--- config.mk ---
export PLATFORM = sky130hd
export DESIGN_NAME = pixel_window_buffer
export DESIGN_NICKNAME = d
export VERILOG_FILES = /design/src/rtl/pixel_window_buffer.sv
export SDC_FILE = /design/constraint.sdc
export NUM_CORES = 2
export LEC_CHECK = 0
export ABC_AREA = 0
export CAP_MARGIN = 20
export CORE_UTILIZATION = 60
export CTS_BUF_LIST = sky130_fd_sc_hd__clkbuf_4 sky130_fd_sc_hd__clkbuf_8
export DETAILED_ROUTE_END_ITERATION = 10
export PLACE_DENSITY = 0.79
export SYNTH_ARGS = -nofsm -noshare
export SYNTH_HDL_FRONTEND = slang
export SYNTH_SLANG_ARGS = --single-unit
--- constraint.sdc ---
create_clock -name clk -period 7 [get_ports clk]
set_input_delay 1.4 -clock clk [delete_from_list [all_inputs] [get_ports clk]]
set_output_delay 1.4 -clock clk [all_outputs]
set_load 0.005 [all_outputs]
--- src/rtl/pixel_window_buffer.sv ---
// Read-side line buffer: holds a 3x8 pixel window plus an 8-pixel staging row,
// and emits 3x3 neighbourhoods to the pixel filter one column at a time.
module pixel_window_buffer #(
  parameter int PIXEL_W  = 24,
  parameter int SEG_W    = 8,
  parameter int OUT_COLS = 6
) (
  input  logic                 clk,
  input  logic                 n_rst,
  input  logic [31:0]          master_readdata,
  input  logic                 master_readdatavalid,
  input  logic                 shift_enable24,
  input  logic                 load_read_buffer,
  input  logic                 shift_enable8,
  input  logic                 pixel_enable,
  output logic                 done_read24,
  output logic                 done_load_read_buffer,
  output logic                 done_shift8,
  output logic [9*PIXEL_W-1:0] window_out,
  output logic                 window_valid,
  output logic [2:0]           col_index,
  output logic                 overrun_err
);

  logic [PIXEL_W-1:0] win   [3][SEG_W];
  logic [PIXEL_W-1:0] stage [SEG_W];
  logic [4:0]         fill_cnt;
  logic [2:0]         pf_cnt;
  logic [2:0]         col_ptr;
  logic               staging_full;
  logic               armed;

  logic [PIXEL_W-1:0] pixel_in;
  logic               fill_take, fill_last, shift_fire, pf_take, pf_drop;
  logic               unused_readdata;

  assign pixel_in        = master_readdata[PIXEL_W-1:0];
  assign unused_readdata = ^master_readdata[31:PIXEL_W];

  assign fill_take  = shift_enable24 && master_readdatavalid;
  assign fill_last  = fill_take && (fill_cnt == 5'(3*SEG_W-1));
  assign shift_fire = shift_enable8 && armed && staging_full;
  // A shift empties staging this cycle, so a concurrent prefetch word is kept as the new stage[0].
  assign pf_take    = master_readdatavalid && !shift_enable24 && load_read_buffer &&
                      (!staging_full || shift_fire);
  assign pf_drop    = master_readdatavalid && !shift_enable24 && !pf_take;

  assign done_load_read_buffer = staging_full;
  assign col_index             = col_ptr;

  always_ff @(posedge clk or negedge n_rst) begin
    if (!n_rst) begin
      for (int r = 0; r < 3; r++)
        for (int c = 0; c < SEG_W; c++) win[r][c] <= '0;
      for (int c = 0; c < SEG_W; c++) stage[c] <= '0;
      fill_cnt     <= '0;
      pf_cnt       <= '0;
      col_ptr      <= '0;
      staging_full <= 1'b0;
      armed        <= 1'b0;
      done_read24  <= 1'b0;
      done_shift8  <= 1'b0;
      window_out   <= '0;
      window_valid <= 1'b0;
      overrun_err  <= 1'b0;
    end else begin
      done_read24  <= fill_last;
      done_shift8  <= shift_fire;
      window_valid <= pixel_enable;
      if (pf_drop) overrun_err <= 1'b1;
      if (!shift_enable8) armed <= 1'b1;

      // Window read always sees pre-update contents; later col_ptr writes override the increment.
      if (pixel_enable) begin
        for (int r = 0; r < 3; r++)
          for (int c = 0; c < 3; c++)
            window_out[(r*3+c)*PIXEL_W +: PIXEL_W] <= win[r][col_ptr + 3'(c)];
        col_ptr <= (col_ptr == 3'(OUT_COLS-1)) ? 3'd0 : col_ptr + 3'd1;
      end

      if (shift_fire) begin
        for (int c = 0; c < SEG_W; c++) begin
          win[0][c] <= win[1][c];
          win[1][c] <= win[2][c];
          win[2][c] <= stage[c];
        end
        armed        <= 1'b0;
        staging_full <= 1'b0;
        pf_cnt       <= '0;
        col_ptr      <= '0;
      end

      if (pf_take) begin
        stage[shift_fire ? 3'd0 : pf_cnt] <= pixel_in;
        pf_cnt <= (shift_fire ? 3'd0 : pf_cnt) + 3'd1;
        if (!shift_fire && pf_cnt == 3'd7) staging_full <= 1'b1;
      end

      if (fill_take) begin
        win[fill_cnt[4:3]][fill_cnt[2:0]] <= pixel_in;
        if (fill_last) begin
          fill_cnt     <= '0;
          col_ptr      <= '0;
          staging_full <= 1'b0;
        end else begin
          fill_cnt <= fill_cnt + 5'd1;
        end
      end
    end
  end

endmodule
==> out/metrics.sh <==
GP_ROUTABILITY_CONGESTION=0.895
NUMBER_OF_INSTANCES_IN_THE_SYNTHESIZED_NETLIST=4913
AREA_GROWTH_SYN_TO_LAYOUT_PCT=13.7
MAX-CAP-VIOLATIONS=0
SYNTH_ENABLE_FLOP_CELLS=0
CRITICAL_PATH_PEAK_FANOUT=32
CRITPATHMAXSTAGEDELAY_PS=890
NETS=5015
TIMING.MAX_SLEW.REL_SLACK_PCT=11.5
SETUP_VIOL=0
WORST_CASE_VDD_IR_DROP_V=0.000414
DIE_X_UM=297
CRIT_FAMILY='buffers and inverters'
TOP_LEVEL_PORTS=263
CRIT_PATH_TOP_DELAY_CELL='sky130_fd_sc_hd__dfrtp_4'
ROUTED_WIRELENGTH_UM=176000
SYNTH_TOP_AREA_SHARE_PCT=47.9
GRT_PASS1_WL_UM=262000
FINAL.MIN_CLOCK_PERIOD_PS=4370
TYPE_OF_DESTINATION_OF_THE_CRITICAL_PATH='output pin'
TOTAL_POWER_W=0.0276
DRIVE_ABOVE_1_SHARE_PCT=16.0
DETAILED_ROUTE_VIA_COUNT=42800
TRITONCTS_CLOCK_TREE='yes'
FRACTION_OF_THE_YOSYS_AREA_TAKEN_BY_SEQUENTIAL_CELLS_PCT=47.9
H-TREE-DEPTH=4
FILL_CELLS=6122
WORST_EP_REQUIRED_TIME_PS=5600
AREA_OF_THE_DIE_SQ_MM=0.0883
MIN_PERIOD_OVER_PERIOD_PCT=62.5
POST-CTS-SETUP-BUFFER-COUNT=0
POST_SYNTH.CELL_AREA_AVG_SQ_UM=10.6
RSZ0062_AT_GRT='false'
POST-SYNTH-TOP-AREA-CELL='sky130_fd_sc_hd__dfrtp_1'
GLOBAL_ROUTE.USAGE.TOTAL_PCT=39.4
DETAILEDROUTE.FIRSTITERATIONVIOLATIONS=6488
TIGHTESTPINTRANSITION_PS=1320
DETAILED_PLACE_HPWL_UM=109000
POWER.DENSITY_CELL_AREA_mW_PER_MM2=465
LEAK_PWR_nW=24.7
STATUS='finished, final reports clean'
CORE_AREA_SQ_MM=0.0857
REPORT.FINAL.SLEW_VIOL_COUNT=0
CTS_ROOT_BUFFER='sky130_fd_sc_hd__clkbuf_8'
MAX_CLOCK_FREQ_MHz=229
FLOORPLAN.INITIALDENSITY_PCT=61.0
CTSHOLDBUFFERS=0
YOSYSUNIQUECELLTYPES=46
CRITPATHKIND='flop to output pin'
DETAILED_ROUTER_ITERATION_COUNT_BEFORE_ANTENNA_REPAIR=9
SYNTH_SEQ_CELLS=1001
YS.FLOP_TYPE='sky130_fd_sc_hd__dfrtp_1'
DRT.ANTENNA.VIOLATING_NETS=0
CTS.REPORTEDPATHS.CLKPINSLEW_PS=60
TRITONCTS_NUM_SINKS=1001
YS_TOP_CELLS_BY_AREA='sky130_fd_sc_hd__dfrtp_1, sky130_fd_sc_hd__mux2i_1, sky130_fd_sc_hd__o21ai_0'
FINAL_SUM_OF_NEGATIVE_SETUP_SLACK_PS=0
ROUTE.DETAILED.WL_PER_INST_UM=28.2
CRITPATHARRIVALTIME_PS=2970
ANTENNA_FOUND_INITIAL=15
SUM_OF_BUFFERS_AND_INVERTERS_ON_THE_CRITICAL_PATH=2
GRT_OVERFLOW_TOTAL=0
YS_ASYNC_SR_FRACTION_PCT=100
FINAL_HOLD_VIOL_COUNT=0
FINALCOREUTILIZATION_PCT=69.4
CLK_LATENCY_PS=890
TIMING.HOLD.WORST.CLASS='flop to flop'
MAPPEDNETLISTNETS=4955
SYNTH-WARNING-COUNT=0
DIE-HEIGHT_UM=297
R2R_SETUP_SLACK_PS=2910
GRT_MAX_DEGREE=211
SYNTHESIS.AREA_SQ_MM=0.0523
CP_CELL_SEQUENCE='buf_4, clkdlybuf4s50_1'
CTS_RESIZED=0
PLACEMENTROWS=107
AVG_VIAS_PER_CELL=6.85
CTS_MADE_BUFFERS=165
DRC=0
VIA_COUNT_OF_THE_FIRST_GLOBAL_ROUTING_PASS=40500
CTS.PATH.MAX_BUFFERS=3
NUMPORTBUFFERS=254
CLOCK-SKEW-FINAL_PS=40.7
WORST_SETUP_PATH_START_KIND='flop'
==> cell families after synthesis <==
group           after synthesis  share of synthesized area [%]
compound gates             1222                           13.3
mux                        1309                           27.8
fa+ha+maj                     3                         0.0718
flops                      1001                           47.9
xor+xnor                      6                          0.101
simple gates                890                           7.02
buf+inv                     482                           3.79
==> power by group <==
group / switching [W] / leakage, nW / total [W] / internal, W
Sequential: 0.00256 / 13.0 / 0.0106 / 0.00800
Clock: 0.00251 / 1.89 / 0.00558 / 0.00308
Combinational: 0.00621 / 9.78 / 0.0115 / 0.00530
==> metrics by stage <==
step | hold slack [ps] | worst slack (ps) | instances | area [sq um]
finish | 483 | 2630 | 6245 | 59400
global route | 512 | 2670 | 6244 | 59400
CTS | 493 | 2670 | 6229 | 59200
detailed placement | 475 | 2130 | 5941 | 55600
global placement | 466 | 2170 | 5940 | 55600
floorplan | 466 | 3760 | 4913 | 52300
==> registers in the layout (all words and copies together) (netlist names) <==
signal / count
win: 576
window_out: 216
stage: 192
fill_cnt: 5
col_index: 3
pf_cnt: 3
armed: 1
done_load_read_buffer: 1
done_read24: 1
done_shift8: 1
overrun_err: 1
window_valid: 1
==> worst paths after layout <==
path,cells after the start,startpoint,to
worst max-delay path,2,col_index[1],col_index[1]
worst min-delay path,1,overrun_err,overrun_err
worst max register to register,7,col_index[1],window_out[46]
worst min register to register,1,overrun_err,overrun_err
max in group asynchronous,2,n_rst,window_out[155]
min in group asynchronous,1,n_rst,window_out[67]
==> cell type report <==
type / instances / area [sq um] / area share (%)
repair buffers: 370 / 3830 / 6.44
multi-input cells: 3430 / 25500 / 42.9
well taps: 1144 / 1430 / 2.41
flip-flops and latches: 1001 / 25100 / 42.2
inverters: 5 / 26.3 / 0.0442
diodes: 7 / 17.5 / 0.0295
clock buffers: 254 / 3160 / 5.31
clock inverters: 34 / 408 / 0.686
==> Yosys cell counts (3+ instances only) <==
cell / number
sky130_fd_sc_hd__or3_1: 4
sky130_fd_sc_hd__nand2_1: 590
sky130_fd_sc_hd__dfrtp_1: 1001
sky130_fd_sc_hd__a21oi_1: 275
sky130_fd_sc_hd__a31o_2: 72
sky130_fd_sc_hd__or3b_2: 3
sky130_fd_sc_hd__nand2b_1: 4
sky130_fd_sc_hd__nor2b_1: 71
sky130_fd_sc_hd__o21ai_0: 581
sky130_fd_sc_hd__nand3_1: 7
sky130_fd_sc_hd__ha_1: 3
sky130_fd_sc_hd__buf_1: 21
sky130_fd_sc_hd__o22ai_1: 143
sky130_fd_sc_hd__nor3_1: 5
sky130_fd_sc_hd__buf_2: 103
sky130_fd_sc_hd__clkbuf_1: 346
sky130_fd_sc_hd__a22oi_1: 142
sky130_fd_sc_hd__buf_6: 5
sky130_fd_sc_hd__mux4_2: 96
sky130_fd_sc_hd__nor2_1: 185
sky130_fd_sc_hd__nand3b_1: 5
sky130_fd_sc_hd__mux2i_1: 1020
sky130_fd_sc_hd__xor2_1: 4
sky130_fd_sc_hd__mux2_2: 193
==> metal layers <==
layer | GRT usage (%) | up-vias | wire [um]
met1 | 56.1 | 21200 | 70000
met3 | 15.1 | 563 | 26100
met4 | 17.9 | 16 | 7700
met5 | 0 | - | 92
met2 | 53.1 | 3130 | 72400
li1 | - | 17900 | -
==> cell usage in the layout (no fill, tap or decap), drive strengths merged, types with 142 or more instances in the layout <==
cell type,n
dfrtp,1001
mux2i,1020
a21oi,275
o21ai,581
clkdlybuf4s50,252
nand2,590
nor2,186
mux2,193
clkbuf,256
o22ai,143
a22oi,142
Note: power is estimated with default switching activity, not from simulation.
